File: src/rtl/alu_cmd_sequencer_if.sv
// Command, ALU-drive and result signals of the ALU command sequencer.
// The sequencer is the slave; the producer/consumer/ALU side is the master.
interface alu_cmd_sequencer_if #(
  parameter int unsigned TAG_W = 4
);
  logic             cmd_valid;
  logic             cmd_ready;
  logic [7:0]       cmd_a;
  logic [7:0]       cmd_b;
  logic [3:0]       cmd_sel;
  logic [TAG_W-1:0] cmd_tag;

  logic [7:0]       alu_a;
  logic [7:0]       alu_b;
  logic [3:0]       alu_sel;
  logic [7:0]       alu_out;

  logic             res_valid;
  logic             res_ready;
  logic [7:0]       res_data;
  logic [TAG_W-1:0] res_tag;
  logic             res_err;

  logic             flush;
  logic [15:0]      issued_cnt;

  modport slave (
    input  cmd_valid, cmd_a, cmd_b, cmd_sel, cmd_tag, alu_out, res_ready, flush,
    output cmd_ready, alu_a, alu_b, alu_sel, res_valid, res_data, res_tag, res_err, issued_cnt
  );

  modport master (
    output cmd_valid, cmd_a, cmd_b, cmd_sel, cmd_tag, alu_out, res_ready, flush,
    input  cmd_ready, alu_a, alu_b, alu_sel, res_valid, res_data, res_tag, res_err, issued_cnt
  );
endinterface

File: src/rtl/alu_cmd_sequencer.sv
// Command FIFO in front of an external combinational ALU, with a registered
// valid/ready result stage, flush and a free-running issued-result counter.
module alu_cmd_sequencer #(
  parameter int unsigned DEPTH   = 4,
  parameter int unsigned TAG_W   = 4,
  parameter int unsigned NUM_OPS = 9
) (
  input logic                clk,
  input logic                rst,
  alu_cmd_sequencer_if.slave bus
);
  localparam int unsigned     PtrW     = $clog2(DEPTH);
  localparam logic [PtrW:0]   DepthCnt = (PtrW + 1)'(DEPTH);
  localparam logic [PtrW:0]   CntOne   = (PtrW + 1)'(1);
  localparam logic [PtrW-1:0] PtrOne   = PtrW'(1);
  localparam logic [4:0]      NumOpsW  = 5'(NUM_OPS);

  typedef struct packed {
    logic [7:0]       a;
    logic [7:0]       b;
    logic [3:0]       sel;
    logic [TAG_W-1:0] tag;
  } cmd_t;

  cmd_t             mem_q [DEPTH];
  logic [PtrW-1:0]  wr_ptr_q, wr_ptr_d;
  logic [PtrW-1:0]  rd_ptr_q, rd_ptr_d;
  logic [PtrW:0]    count_q, count_d;

  logic             res_valid_q, res_valid_d;
  logic [7:0]       res_data_q, res_data_d;
  logic [TAG_W-1:0] res_tag_q, res_tag_d;
  logic             res_err_q, res_err_d;
  logic [15:0]      issued_cnt_q, issued_cnt_d;

  cmd_t head;
  cmd_t wr_entry;
  logic empty;
  logic cmd_ready;
  logic push;
  logic cap;
  logic head_err;

  assign empty     = (count_q == '0);
  assign cmd_ready = (count_q != DepthCnt);
  assign head      = mem_q[rd_ptr_q];
  assign head_err  = ({1'b0, head.sel} >= NumOpsW);

  // Flush wins over both push and capture in the cycle it is sampled.
  assign push = bus.cmd_valid & cmd_ready & ~bus.flush;
  assign cap  = ~empty & (~res_valid_q | bus.res_ready) & ~bus.flush;

  assign wr_entry = '{a: bus.cmd_a, b: bus.cmd_b, sel: bus.cmd_sel, tag: bus.cmd_tag};

  assign bus.cmd_ready  = cmd_ready;
  assign bus.alu_a      = empty ? 8'h00 : head.a;
  assign bus.alu_b      = empty ? 8'h00 : head.b;
  assign bus.alu_sel    = empty ? 4'h0 : head.sel;
  assign bus.res_valid  = res_valid_q;
  assign bus.res_data   = res_data_q;
  assign bus.res_tag    = res_tag_q;
  assign bus.res_err    = res_err_q;
  assign bus.issued_cnt = issued_cnt_q;

  always_comb begin
    wr_ptr_d     = wr_ptr_q;
    rd_ptr_d     = rd_ptr_q;
    count_d      = count_q;
    res_valid_d  = res_valid_q;
    res_data_d   = res_data_q;
    res_tag_d    = res_tag_q;
    res_err_d    = res_err_q;
    issued_cnt_d = issued_cnt_q;

    if (bus.flush) begin
      wr_ptr_d    = '0;
      rd_ptr_d    = '0;
      count_d     = '0;
      res_valid_d = 1'b0;
    end else begin
      if (push) begin
        wr_ptr_d = wr_ptr_q + PtrOne;
      end
      if (cap) begin
        rd_ptr_d     = rd_ptr_q + PtrOne;
        res_valid_d  = 1'b1;
        res_data_d   = head_err ? 8'h00 : bus.alu_out;
        res_tag_d    = head.tag;
        res_err_d    = head_err;
        issued_cnt_d = issued_cnt_q + 16'd1;
      end else if (res_valid_q && bus.res_ready) begin
        res_valid_d = 1'b0;
      end
      unique case ({push, cap})
        2'b10:   count_d = count_q + CntOne;
        2'b01:   count_d = count_q - CntOne;
        default: count_d = count_q;
      endcase
    end
  end

  // Storage needs no reset: the head is masked to zero while the FIFO is empty.
  always_ff @(posedge clk) begin
    if (push) begin
      mem_q[wr_ptr_q] <= wr_entry;
    end
  end

  always_ff @(posedge clk or posedge rst) begin
    if (rst) begin
      wr_ptr_q     <= '0;
      rd_ptr_q     <= '0;
      count_q      <= '0;
      res_valid_q  <= 1'b0;
      res_data_q   <= 8'h00;
      res_tag_q    <= '0;
      res_err_q    <= 1'b0;
      issued_cnt_q <= 16'h0000;
    end else begin
      wr_ptr_q     <= wr_ptr_d;
      rd_ptr_q     <= rd_ptr_d;
      count_q      <= count_d;
      res_valid_q  <= res_valid_d;
      res_data_q   <= res_data_d;
      res_tag_q    <= res_tag_d;
      res_err_q    <= res_err_d;
      issued_cnt_q <= issued_cnt_d;
    end
  end
endmodule

File: src/flat_wrapper.sv
// flat-port wrapper written by rule: the top's interface ports become plain ports
module alu_cmd_sequencer_flat 
#(
  parameter int unsigned DEPTH   = 4,
  parameter int unsigned TAG_W   = 4,
  parameter int unsigned NUM_OPS = 9
)
  (clk, rst, bus_cmd_valid, bus_cmd_a, bus_cmd_b, bus_cmd_sel, bus_cmd_tag, bus_alu_out, bus_res_ready, bus_flush, bus_cmd_ready, bus_alu_a, bus_alu_b, bus_alu_sel, bus_res_valid, bus_res_data, bus_res_tag, bus_res_err, bus_issued_cnt);
  alu_cmd_sequencer_if #(.TAG_W(TAG_W)) bus_i ();
  input logic clk;
  input logic rst;
  input wire logic [$bits(bus_i.cmd_valid)-1:0] bus_cmd_valid;
  input wire logic [$bits(bus_i.cmd_a)-1:0] bus_cmd_a;
  input wire logic [$bits(bus_i.cmd_b)-1:0] bus_cmd_b;
  input wire logic [$bits(bus_i.cmd_sel)-1:0] bus_cmd_sel;
  input wire logic [$bits(bus_i.cmd_tag)-1:0] bus_cmd_tag;
  input wire logic [$bits(bus_i.alu_out)-1:0] bus_alu_out;
  input wire logic [$bits(bus_i.res_ready)-1:0] bus_res_ready;
  input wire logic [$bits(bus_i.flush)-1:0] bus_flush;
  output wire logic [$bits(bus_i.cmd_ready)-1:0] bus_cmd_ready;
  output wire logic [$bits(bus_i.alu_a)-1:0] bus_alu_a;
  output wire logic [$bits(bus_i.alu_b)-1:0] bus_alu_b;
  output wire logic [$bits(bus_i.alu_sel)-1:0] bus_alu_sel;
  output wire logic [$bits(bus_i.res_valid)-1:0] bus_res_valid;
  output wire logic [$bits(bus_i.res_data)-1:0] bus_res_data;
  output wire logic [$bits(bus_i.res_tag)-1:0] bus_res_tag;
  output wire logic [$bits(bus_i.res_err)-1:0] bus_res_err;
  output wire logic [$bits(bus_i.issued_cnt)-1:0] bus_issued_cnt;
  assign bus_i.cmd_valid = bus_cmd_valid;
  assign bus_i.cmd_a = bus_cmd_a;
  assign bus_i.cmd_b = bus_cmd_b;
  assign bus_i.cmd_sel = bus_cmd_sel;
  assign bus_i.cmd_tag = bus_cmd_tag;
  assign bus_i.alu_out = bus_alu_out;
  assign bus_i.res_ready = bus_res_ready;
  assign bus_i.flush = bus_flush;
  assign bus_cmd_ready = bus_i.cmd_ready;
  assign bus_alu_a = bus_i.alu_a;
  assign bus_alu_b = bus_i.alu_b;
  assign bus_alu_sel = bus_i.alu_sel;
  assign bus_res_valid = bus_i.res_valid;
  assign bus_res_data = bus_i.res_data;
  assign bus_res_tag = bus_i.res_tag;
  assign bus_res_err = bus_i.res_err;
  assign bus_issued_cnt = bus_i.issued_cnt;
  alu_cmd_sequencer #(.DEPTH(DEPTH), .TAG_W(TAG_W), .NUM_OPS(NUM_OPS)) u_core (.clk(clk), .rst(rst), .bus(bus_i));
endmodule
File: config.mk
export PLATFORM = sky130hd
export DESIGN_NAME = alu_cmd_sequencer_flat
export DESIGN_NICKNAME = d
export VERILOG_FILES = /design/src/rtl/alu_cmd_sequencer_if.sv /design/src/rtl/alu_cmd_sequencer.sv /design/src/flat_wrapper.sv
export SDC_FILE = /design/constraint.sdc
export NUM_CORES = 1
export LEC_CHECK = 0
export ABC_AREA = 1
export ABC_CLOCK_PERIOD_IN_PS = 2500
export BUFFER_PORTS_ARGS = -buffer_cell sky130_fd_sc_hd__buf_2
export CORE_MARGIN = 2
export CORE_UTILIZATION = 48
export CTS_CLUSTER_DIAMETER = 60
export CTS_CLUSTER_SIZE = 30
export DETAILED_ROUTE_END_ITERATION = 16
export HOLD_SLACK_MARGIN = 0.05
export PLACE_DENSITY = 0.69
export RECOVER_POWER = 100
export SYNTH_ARGS = -nofsm -noshare
export SYNTH_HDL_FRONTEND = slang
export SYNTH_SLANG_ARGS = --single-unit
File: constraint.sdc
create_clock -name clk -period 2.5 [get_ports clk]
set_input_delay 0.5 -clock clk [delete_from_list [all_inputs] [get_ports clk]]
set_output_delay 0.5 -clock clk [all_outputs]
set_load 0.005 [all_outputs]
---- Yosys cells after proc, flatten, opt, wreduce, memory -nomap -nowiden ----
Memory sizes are Yosys's and may differ from the RTL's.
Index checks and enable logic that the tools add are counted.
Widths: inputs -> output; s select.
storage, ports and cells
  flip-flop bits (word level) ............. 37
  bits in writable memories ............... 96
  output and inout port bits .............. 51
  logic and storage cells ................. 48
  memories kept ........................... 1
memory list
  name          words  width  read ports  clocked after Yosys merged registers in  wr ports  line                     source
  u_core.mem_q  4      24     1           0                                        1         alu_cmd_sequencer.sv:25  cmd_t mem_q [DEPTH];
operators by class
  $add $sub $neg .......................... 5
  magnitude comparators ................... 1
  eq/ne operators ......................... 3
  mux-type cells .......................... 15
  bitwise gates (word level) .............. 8
  reduce and logical (&&, ||, !) cells .... 7
operators with widths
  kind                   number
  $mux 8                 3
  $add 16x1->16 const B  1
  $mux 2                 4
  $pmux 3 s2             1
  $reduce_bool 3->1      2
  $mux 1                 5
  $add 2x1->2 const B    2
  $and 1x1->1            4
  $ge 4x4->1 const B     1
  $mux 4                 1
  $reduce_bool 2->1      2
  $add 3x1->3 const B    1
  $logic_not 3->1        1
  $mux 3                 1
  $ne 3x3->1 const B     1
  $not 1->1              3
  $sub 3x1->3 const B    1
  $eq 2x1->1 const B     1
  $eq 2x2->1 const B     1
  $reduce_and 2->1       1
  $logic_and 1x1->1      1
  $or 1x1->1             1

---- Depth between registers and ports, before layout ----
  depth after elaboration ................. 7
  depth in mapped cells ................... 12

---- Worst setup path before layout ----
No wires, ideal clock.
  path type ............................... flip-flop to flip-flop
  from .................................... register u_core.count_q[0]
  to ...................................... memory u_core.mem_q[0][0] (netlist name) (enable)
  arrival ................................. 1.913 ns
  data required time ...................... 2.095 ns
  setup slack ............................. 0.182 ns
  stages on the path, launching flop included .. 7
  buffers on the path ..................... 0
  path through ............................ dfrtp_1 -> nor2_2 -> nand2_1 -> nand2_1 -> nor2_1 -> inv_1 -> nor2_1
between the ends
  word-level cells in the longest chain between the ends .. 5
RTL lines
  element                       line                      source
  start, declared               alu_cmd_sequencer.sv:28   logic [PtrW:0] count_q, count_d;
  start signal, assigned        alu_cmd_sequencer.sv:122  count_q <= count_d;
  $ne 3x3->1                    alu_cmd_sequencer.sv:45   assign cmd_ready = (count_q != DepthCnt);
  via bus_cmd_ready             flat_wrapper.sv:20        output wire logic [$bits(bus_i.cmd_ready)-1:0] bus_cmd_ready;
  $and 1x1->1 (2 in series)     alu_cmd_sequencer.sv:50   assign push = bus.cmd_valid & cmd_ready & ~bus.flush;
  $mux 1                        alu_cmd_sequencer.sv:104  if (push) begin
  $mux 1 (implied by the code)  alu_cmd_sequencer.sv:105  mem_q[wr_ptr_q] <= wr_entry;
  end, declared                 alu_cmd_sequencer.sv:25
The timed path passes the listed nets, and every way through them passes these cells.

---- Final worst setup path ----
  from .................................... register u_core.rd_ptr_q[0]
  to ...................................... output port bus_alu_a[0]
between the ends
  word-level cells in the longest chain between the ends .. 2
RTL lines
  element                 line                      source
  start, declared         alu_cmd_sequencer.sv:27   logic [PtrW-1:0] rd_ptr_q, rd_ptr_d;
  start signal, assigned  alu_cmd_sequencer.sv:121  rd_ptr_q <= rd_ptr_d;
  $mem_v2 4x24            -
  $mux 8                  alu_cmd_sequencer.sv:56   assign bus.alu_a = empty ? 8'h00 : head.a;
  end, declared           flat_wrapper.sv:21        output wire logic [$bits(bus_i.alu_a)-1:0] bus_alu_a;
Every way passes these cells.

==> impl_results.md <==
* Fraction of layout cells with a size suffix above 1 at 0.1583
* Min-Delay Path Class: in -> reg
* Critical-path cell list: buf_6 > nor2_1 > nor2_1 > o21ai_0 > a21oi_1 > clkbuf_2
* WL/cell at approximately 15 microns
* CP bufs+invs at 2
* Syn avg cell area at 11.00 sq um
* Finish-stage setup viols at 0
* Reg2reg start: u_core.count_q[0]$_DFFE_PP0P_
* Clk slew on worst S/H paths at approximately 0.050 ns
* Final WL at about 11 mm
* TritonCTS Buffers at 17
* Max-Cap Viols at 1
* Fmax at 428.9 MHz
* CP top delay family: buffers and inverters
* Post-synthesis cell type count at 33
* Initial Util at 0.4902
* Die width at roughly 110 microns
* CP peak stage delay at 0.41 ns
* All-layer global routing usage at 0.1939
* # IOs at 88
* Max-slew violation count at 38
* Die area at between 10000 and 15000 sq um
* Max H-tree Level at 4
* Critical path capture point type: primary output
* ANT cells at 0
* Hpwl dp at roughly 7 mm
* FF+latch count, synth at 133
* Post-Synthesis Cells at between 500 and 600
* Worst path most repeated cell: nor2_1
* Mapped cell area at about 5600 sq um
* DR vias at just under 4000
* CP max stage cell: dfrtp_1
* Total global routing overflow at 0
* CP Max Fanout at 49
* Worst-Skew Late Latency at slightly above 0.4 ns
* Setup Skew at ~0.0066 ns
* Hold WS at roughly 0.32 ns
* Worst path arrival time at between 1.5 and 2 ns
* Die Ht at between 100 and 150 microns
* Antenna viol nets, final at 0
* Critical path class: reg -> out
* Peak VDD IR at ~0.00073 V
* Final min period at roughly 2.3 ns
* Startpoint types: register
* CORE AREA at roughly 11000 sq um
* RSZ-0062 raised after global routing: false
* CTS tree: yes
* Layout Nets at 649
* Initial DRC Count at roughly 230
* Vias in the first global route at 3907
* Largest net degree at the start of global routing at 50
* First-pass GRT wire length at ~19 mm
* Worst Tran Pin Value at 1.994 ns
* Setup TNS at 0 ns
* Yosys top cell by area: edfxtp_1
* Initial antenna violation count at 0
* P_leak at 2.768 nW
* Hold Crit Start: bus_alu_out[2]
* DRC Markers at 0
* P&R area growth vs syn at 19.27%
* Clock buffer depth at 2
* Overall power at 7.112 mW
* # clock sinks at 133
* Synth top area cells: edfxtp_1 (51%), dfrtp_1 (17%), nand2_1 (6.4%)
* WP data required at 2.00 ns
* Layout fillers at ~980
* Relative slew margins at -0.3296
* Hold EP: u_core.bus.res_data[2]$_DFFE_PP0P_
* Root Buffer: clkbuf_16
* Port bufs at 87
* Row count at 39
* GP Congestion at between 0.8 and 0.9
* Reg-to-reg critical path endpoint: u_core.mem_q[0][20]$_DFFE_PP_
* Sequential element share of the synthesized area at 0.6804
* Reg2reg path depth at 7
* Vias/cell at roughly 5.1
* Hold Path Stages at 3
* Setup Buffers After CTS at 0
* Final hold viol count at 0
* P per Cell Area at 1065 nW/um^2
* DRT Pass-1 Iters at 4
* Final worst path period share at 0.9326
* Top cell type's share of synthesized area at 0.5150
* R2R setup slack at around 0.42 ns
* Status: finished with violations
* Failing checks: capacitance limit, slew limit
* Synthesized Nets at roughly 550
* Synth warnings at 0
through the flow:
stage / util / setup WS (ns) / instance area, sq um / cells
2_1_floorplan: - / 0.1820 / 5598 / 509
3_3_place_gp: 0.5417 / 0.5404 / 6186 / 730
3_5_place_dp: 0.5417 / 0.4924 / 6186 / 730
4_1_cts: 0.5935 / 0.07778 / 6777 / 762
5_1_grt: 0.5847 / 0.01666 / 6676 / 762
6_report: 0.5847 / 0.1686 / 6676 / 762
routing by layer:
| metal | global-route usage | wire, microns | vias to the layer above |
|---|---|---|---|
| met5 | 0 | 0 | - |
| met4 | 0.08537 | 273 | 0 |
| met3 | 0.06369 | 882 | 26 |
| met2 | 0.2978 | 5337 | 150 |
| met1 | 0.2545 | 4988 | 1809 |
| li1 | - | - | 1903 |
cell usage after synthesis, drive strengths merged:
cell and count:
a21boi 1, a21oi 21, a31oi 1, buf 14
clkbuf 6, dfrtp 37, edfxtp 96, fa 1
ha 5, inv 36, nand2 101, nand3 26
nand3b 1, nand4 5, nor2 95, nor3 5
o21ai 48, o22ai 4, xnor2 3, xor2 3
repair_timing:
item,4_1_cts,5_1_grt
resized for setup,0,5
hold buffers,0,0
endpoints found under the setup margin,0,9
cells in the final DEF (no fill, tap or decap), drive strengths merged:
cell | Yosys | final
xor2 | 3 | 3
nand4 | 5 | 5
o21ai | 48 | 48
a21boi | 1 | 1
ha | 5 | 5
nor3 | 5 | 5
inv | 36 | 37
nand3b | 1 | 1
bufinv | 0 | 3
a31oi | 1 | 1
nand2 | 101 | 101
clkbuf | 6 | 74
nor2 | 95 | 95
dfrtp | 37 | 37
xnor2 | 3 | 3
edfxtp | 96 | 96
clkinv | 0 | 7
o22ai | 4 | 4
buf | 14 | 43
clkinvlp | 0 | 2
fa | 1 | 1
a21oi | 21 | 21
nand3 | 26 | 26
flip-flops by register name, indices dropped and copies added, names as in the netlist:
signal and cells:
u_core.bus.res_tag 4, u_core.rd_ptr_q 2, u_core.wr_ptr_q 2, u_core.bus.issued_cnt 16, u_core.bus.res_err 1, u_core.bus.res_valid 1, u_core.count_q 3, u_core.bus.res_data 8
u_core.mem_q 96
power by group:
| part | internal (mW) | leakage, nW | switching [mW] |
|---|---|---|---|
| clock network | 1.56 | 0.282 | 0.906 |
| registers | 2.63 | 1.35 | 0.177 |
| logic | 0.649 | 1.14 | 1.19 |
| total | 4.84 | 2.77 | 2.27 |
final cells by class:
cell class,count,area [sq um],share of cell area
clock inverter,13,157.7,0.02361
inverter,36,140.1,0.02099
timing repair buffer,98,456.7,0.06840
sequential,133,3809,0.5705
clock buffer,19,432.9,0.06484
tap,143,178.9,0.02680
multi-input combinational,320,1501,0.2249
worst max path at each step:
stage	start	endpoint	slack, ns	cells past startpoint
3_5_place_dp	bus_res_ready	u_core.count_q[2]$_DFFE_PP0P_	0.49	12
6_report	u_core.rd_ptr_q[0]$_DFFE_PP0P_	bus_alu_a[0]	0.17	6
3_3_place_gp	u_core.rd_ptr_q[0]$_DFFE_PP0P_	bus_alu_a[0]	0.54	5
5_1_grt	u_core.rd_ptr_q[0]$_DFFE_PP0P_	bus_alu_b[2]	0.02	6
4_1_cts	u_core.rd_ptr_q[0]$_DFFE_PP0P_	bus_alu_a[0]	0.08	5
2_1_floorplan	u_core.count_q[0]$_DFFE_PP0P_	u_core.mem_q[0][0]$_DFFE_PP_	0.18	6
cells by family after synthesis:
family / share of synthesized area
DFF: 0.6804
xor gates and xnor gates: 0.009389
and+or+nand+nor: 0.1808
adders and majority gates: 0.01475
AOI/OAI and AO/OA: 0.06929
buffers and inverters: 0.04537
tightest hold or removal path, cell delays in order:
cell,delay [ns]
buf_2,0.08
nand3_1,0.06
nand2_1,0.06
No activity file was read; power rests on OpenSTA's default activity.
